## src/rtl/bus_follower_regfile.sv

```systemverilog
// bus_follower_regfile
// Responder end of the valid/ready bus: a small word-addressed register file that completes
// read and write transfers after a programmable number of wait states.
//
// Ports:
//   clk          in   rising-edge clock
//   rst          in   asynchronous, active-high reset
//   valid        in   master request, held until completion
//   addr         in   transfer address (ADDR_W)
//   wdata        in   write data (DATA_W)
//   write_enable in   1 = write, 0 = read
//   ready        out  one-cycle acknowledge pulse, decoded from the state register
//   rdata        out  read data while ready=1, else 0
//   err          out  decode error while ready=1, else 0
//   xfer_count   out  completed transfers (errored ones included), wraps at 16 bits
module bus_follower_regfile #(
  parameter int unsigned       DATA_W      = 8,
  parameter int unsigned       ADDR_W      = 32,
  parameter int unsigned       DEPTH       = 16,
  parameter logic [ADDR_W-1:0] BASE_ADDR   = '0,
  parameter int unsigned       WAIT_CYCLES = 1
) (
  input  logic              clk,
  input  logic              rst,
  input  logic              valid,
  input  logic [ADDR_W-1:0] addr,
  input  logic [DATA_W-1:0] wdata,
  input  logic              write_enable,
  output logic              ready,
  output logic [DATA_W-1:0] rdata,
  output logic              err,
  output logic [15:0]       xfer_count
);

  if (WAIT_CYCLES > 15) begin : gen_wait_check
    $error("bus_follower_regfile: WAIT_CYCLES must be in 0..15");
  end

  localparam int unsigned IdxW    = (DEPTH > 1) ? $clog2(DEPTH) : 1;
  localparam logic [3:0]  CntInit = (WAIT_CYCLES == 0) ? 4'd0 : 4'(WAIT_CYCLES - 1);

  typedef enum logic [1:0] {StIdle, StWait, StAck} state_e;

  state_e            state_q, state_d;
  logic [3:0]        cnt_q, cnt_d;
  logic [ADDR_W-1:0] addr_q;
  logic [DATA_W-1:0] wdata_q;
  logic              we_q;
  logic              capture;
  logic [15:0]       xfer_count_q;
  logic [DATA_W-1:0] regs_q [DEPTH];

  logic [ADDR_W-1:0] offset;
  logic              in_range;
  logic [IdxW-1:0]   idx;
  logic              complete;

  // Decode works on the captured address so later bus changes cannot affect the transfer.
  // The offset wraps below BASE_ADDR, so a single unsigned compare covers both bounds.
  always_comb begin
    offset   = addr_q - BASE_ADDR;
    in_range = (offset < ADDR_W'(DEPTH));
    idx      = offset[IdxW-1:0];
  end

  // State register
  always_ff @(posedge clk or posedge rst) begin
    if (rst) begin
      state_q <= StIdle;
      cnt_q   <= 4'd0;
    end else begin
      state_q <= state_d;
      cnt_q   <= cnt_d;
    end
  end

  // Next-state logic
  always_comb begin
    state_d = state_q;
    cnt_d   = cnt_q;
    capture = 1'b0;
    unique case (state_q)
      StIdle: begin
        if (valid) begin
          capture = 1'b1;
          if (WAIT_CYCLES == 0) begin
            state_d = StAck;
          end else begin
            state_d = StWait;
            cnt_d   = CntInit;
          end
        end
      end
      StWait: begin
        if (!valid) begin
          state_d = StIdle;
        end else if (cnt_q == 4'd0) begin
          state_d = StAck;
        end else begin
          cnt_d = cnt_q - 4'd1;
        end
      end
      StAck:   state_d = StIdle;
      default: state_d = StIdle;
    endcase
  end

  // Outputs: rdata shows the pre-write contents during ACK.
  always_comb begin
    ready    = (state_q == StAck);
    complete = ready & valid;
    err      = ready & ~in_range;
    rdata    = (ready && in_range) ? regs_q[idx] : '0;
  end

  // Request capture and transfer counter
  always_ff @(posedge clk or posedge rst) begin
    if (rst) begin
      addr_q       <= '0;
      wdata_q      <= '0;
      we_q         <= 1'b0;
      xfer_count_q <= 16'd0;
    end else begin
      if (capture) begin
        addr_q  <= addr;
        wdata_q <= wdata;
        we_q    <= write_enable;
      end
      if (complete) begin
        xfer_count_q <= xfer_count_q + 16'd1;
      end
    end
  end

  // Register array; out-of-range writes are dropped.
  always_ff @(posedge clk or posedge rst) begin
    if (rst) begin
      for (int i = 0; i < int'(DEPTH); i++) begin
        regs_q[i] <= '0;
      end
    end else if (complete && we_q && in_range) begin
      regs_q[idx] <= wdata_q;
    end
  end

  assign xfer_count = xfer_count_q;

endmodule

```

## config.mk

```make
export PLATFORM = sky130hd
export DESIGN_NAME = bus_follower_regfile
export DESIGN_NICKNAME = d
export VERILOG_FILES = /design/src/rtl/bus_follower_regfile.sv
export SDC_FILE = /design/constraint.sdc
export NUM_CORES = 1
export LEC_CHECK = 0
export CAP_MARGIN = 20
export CORE_UTILIZATION = 53
export CTS_CLUSTER_SIZE = 24
export DETAILED_ROUTE_END_ITERATION = 8
export MAX_ROUTING_LAYER = met4
export PLACE_DENSITY = 0.74
export SLEW_MARGIN = 20
export SYNTH_ARGS = -nofsm -noshare
export SYNTH_HDL_FRONTEND = slang
export SYNTH_SLANG_ARGS = --single-unit
```

## constraint.sdc

```tcl
create_clock -name clk -period 22.2 [get_ports clk]
set_input_delay 6.66 -clock clk [delete_from_list [all_inputs] [get_ports clk]]
set_output_delay 6.66 -clock clk [all_outputs]
set_load 0.02 [all_outputs]
```

Yosys cells after proc, flatten, opt, wreduce, memory -nomap -nowiden:

Cells that the tools add are included.

* output and inout port bits: 26
* ROM bits: 0
* latch bits: 0
* memories: 0
* input bits: 44
* memory bits (writable): 0
* register bits: 191

* order comparisons: 3
* reduce and logical (&&, ||, !) cells: 9
* bitwise logic cells: 4
* muxes and demuxes: 17
* multipliers: 0
* divide/modulo/power cells: 0
* add/sub/neg operators: 2
* shifts and indexed selects: 0
* equal/unequal tests: 6

Operator list (number)
* $bwmux 128: 1
* $bmux 8 s4: 1
* $demux 8 s4: 1
* $lt 32x5->1 const B: 1
* $mux 8: 4
* $add 16x1->16 const B: 1
* $mux 4: 3
* $pmux 4 s2: 1
* $mux 2: 3
* $ne 2x2->1 const B: 3
* $ge 5x5->1 const B: 1
* $lt 5x1->1 const B: 1
* $not 4->5: 1
* $logic_and 1x1->1: 4
* $logic_not 4->1: 1
* $pmux 2 s2: 1
* $reduce_and 4->1: 1
* $sub 4x1->4 const B: 1
* $ne 3x3->1 const B: 1
* $and 1x1->1: 2
* $eq 2x1->1 const B: 1
* $eq 2x2->1 const B: 1
* $logic_not 2->1: 1
* $mux 1: 2
* other kinds (3): 3

Longest topological paths before layout:

* word-level depth: 6
* gate-level depth with buffers: 6
* mapped depth without buffers: 6

Least setup slack after synthesis:

No wires, ideal clock.

* path type: flip-flop to output port
* start point: register addr_q[0]
* end point: output port rdata[6]
* stages on the path, launching flop included: 6
* arrival: 2.019 ns
* setup slack: 13.521 ns
* cell sequence: dfrtp_1 > clkbuf_1 > buf_1 > mux4_2 > a22oi_1 > a21oi_1

* cells in the longest elaborated chain, start to end: 5
* elaborated cells on any way between the ends: 7

RTL lines
* start: declaration: line 46 `logic [ADDR_W-1:0] addr_q;`
* start signal: assignment: line 125 `addr_q <= addr;`
* branches (longest 4 deep; another with $lt 32x5->1)
* $mux 8 (*): line 113 `rdata = (ready && in_range) ? regs_q[idx] : '0;`
* end: declaration: line 30 `output logic [DATA_W-1:0] rdata,`

Every way passes the cells marked *. The select of a mux whose other input is x is not followed.

Final worst setup path:

* start point: register addr_q[1]
* end point: output port rdata[7]

The elaborated chain is that of the path after synthesis.

==> flow_summary.ini <==
[outcome]
outcome = finished, final reports clean

[routing]
vias = 4953
drcViolationCount = 0
viasPerCell = 5.85
drt_wl_total_mm = 17.4
dr.pass1.iters = 4
drtIter0Drc = 190
drtAntennaViolNets = 0
wl_per_cell_um = 20.6

[job]
maxCapViolations = 0

[cts]
clk_path_buf_depth = 2
cts_sinks = 191
cts_resized = 0
cts.clk_slew.worst_paths_ns = 0.07
root_buffer = clkbuf_16
clk_latency_ns = 0.43
cts_tree = done
cts_buffers = 17
postCtsSetupBuffers = 0
hold_buffers = 0
h-tree-depth = 4

[global_routing]
grt_max_degree = 114
gr-usage-all-layers_pct = 23.6
overflow = 0
grt_pass1_vias = 5298
grt_pass1_wl_mm = 28.4
antenna_found_initial = 0

[worst_setup_path]
reg2reg_from = addr_q[1]
critical_path_required_ns = 15.54
critPathArrivalTime_ns = 3.13
startpoint = addr_q[1]
reg2reg_to = regs_q[13]
endpoint_kind = output pin
endpoint = rdata[7]
crit_fanout = 23
critical_path.startpoint_type = flip-flop
ff2ff_setup_slack_ns = 19.38
worstSetupPathType = flip-flop to output pin
rr_worst_depth = 4

[floorplan]
core_um2 = 15900
std_cell_rows = 46
ios = 70
die_w_um = 130
die_height_um = 130
die_area_um2 = 16800
start_util_pct = 54.5

[logic_synthesis]
synth_nets = 601
synth_most_common_cell = dfrtp_1
yosys-top-cells-area = dfrtp_1 55%, mux2_2 21%, mux4_2 8.3%
synth_enable_flop_cells = 0
yosys-top-cells-count = 191 x dfrtp_1, 163 x mux2_2, 32 x mux4_2
async_flop_share_pct = 100
yosysTopAreaCell = dfrtp_1
ys_types = 45
yosysWarningCount = 0
netlist_instances = 555
synth_top_area_share_pct = 55.2
synth.avg_cell_area_um2 = 15.6
synth-seq-area-share_pct = 55.2
netlist_area_um2 = 8650
synth_top_flop_cell = dfrtp_1
yosys_register_bits = 191

[sta]
fmax_mhz = 102
clock_skew_ns = 0.0105
rsz0062_at_grt = no
fin_crit_sh_pct = 44.1
setup_viol = 0
slew_viol_final = 0
whs_ns = 0.487
max_slew_margin_pct = 35.7
fin_tns_setup_ns = 0
max_slew.worst_pin.slew_ns = 0.965
fin_crit_ns = 9.79
finalHoldViolCount = 0

[final_layout]
syn_to_final_growth_pct = 17.0
diodes = 0
finalNetCount = 663
utilization_pct = 63.8
drive_gt1_share_pct = 41.9
final_cell_count_no_fill = 846

[power_and_ir_drop]
p_per_area_nw_per_um2 = 96.2
peakVddDrop_mv = 0.0542
p_leak_nw = 4.69
p_total_mw = 0.974

[placed_design]
io_buffer_count = 69
dpl.hpwl_mm = 11.6
dp_cells = 814
place_congestion = 0.767

[min_path]
holdCritPathClass = flip-flop to flip-flop
## layout make-up
cell class                      instances  area, um^2
Sequential cell                       191        4780
Timing Repair Buffer                   77         763
Inverter                                4        22.5
Fill cell                            1208        5760
Clock buffer                           18         429
Clock inverter                         14         180
Tap cell                              216         270
Multi-Input combinational cell        326        3680
## routing by layer
metal  part of all wire, %  routed length (um)  track usage (%)  up-vias
met5                     0                   0                -        -
met4                   1.7                 301             7.87        0
met3                   3.5                 615             5.74       21
met2                    51                8900             37.8       76
met1                    44                7610             29.5     2636
li1                      -                   -                -     2220
## how the worst min path moves through the flow
| stage | from | end | slack [ns] | cells after the start |
|---|---|---|---|---|
| after floorplan | regs_q[97] | regs_q[97] | 0.46 | 1 |
| final | xfer_count[15] | xfer_count[15] | 0.49 | 1 |
| after CTS | xfer_count[15] | xfer_count[15] | 0.49 | 1 |
| after global routing | xfer_count[15] | xfer_count[15] | 0.51 | 1 |
| after detailed placement | xfer_count[15] | xfer_count[15] | 0.48 | 1 |
| after global placement | xfer_count[15] | xfer_count[15] | 0.46 | 1 |
## state kept, by name (all words and copies together), names as in the netlist
register,count
cnt_q,4
xfer_count,16
addr_q,32
we_q,1
state_q,2
wdata_q,8
regs_q,128
## cell families (layout without fill, tap and decap cells)
family	Yosys count	count (layout)	share of synthesized area, %
AOI/OAI and AO/OA	33	33	2.54
buffers and inverters	38	113	2.31
DFF	191	191	55.2
adders and majority gates	2	2	0.289
and+or+nand+nor	74	74	7.43
xor gates and xnor gates	15	15	1.52
muxes	202	202	30.7
## stage by stage
| step | setup WS [ns] | area, um^2 |
|---|---|---|
| 4_1_cts | 12.38 | 10100 |
| 3_3_place_gp | 12.86 | 9500 |
| 6_report | 12.41 | 10100 |
| 3_5_place_dp | 12.84 | 9520 |
| 2_1_floorplan | 10.34 | 8650 |
| 5_1_grt | 12.20 | 10100 |
## placed cells by master (no fill, tap or decap), types with 2 or more instances in the layout
| cell type | n |
|---|---|
| dfrtp_1 | 190 |
| mux2_2 | 163 |
| clkdlybuf4s50_1 | 69 |
| mux4_2 | 32 |
| clkbuf_16 | 17 |
| a22oi_1 | 16 |
| xnor2_1 | 12 |
| nand4_4 | 10 |
| a21oi_1 | 9 |
| nand2_1 | 8 |
| nor2_1 | 7 |
| nand3_1 | 7 |
| buf_4 | 7 |
| nor4_1 | 6 |
| nor2b_1 | 5 |
| mux2_4 | 5 |
| clkinvlp_4 | 5 |
| inv_6 | 5 |
| nand4b_1 | 4 |
| nand4_2 | 4 |
| and4_1 | 3 |
| inv_1 | 3 |
| xor2_1 | 3 |
| nor3_1 | 3 |
| o21ai_0 | 3 |
| bufinv_16 | 3 |
| or4_4 | 2 |
| or4_1 | 2 |
| and4_2 | 2 |
| mux2_1 | 2 |
| a21o_1 | 2 |
| a22o_1 | 2 |
| ha_1 | 2 |
## report_power, final
part           switching [mW]  total, mW  internal [mW]
combinational           0.101      0.197         0.0957
sequential             0.0732      0.464          0.391
clock                   0.134      0.313          0.179
total                   0.308      0.974          0.666
## worst max-delay path: stages (launching register included)
cell	delay [ns]
dfrtp_1	0.81
buf_4	0.44
mux4_2	0.35
a22oi_1	0.37
a21oi_1	0.14
clkdlybuf4s50_1	0.57
No activity file was read; power rests on OpenSTA's default activity.
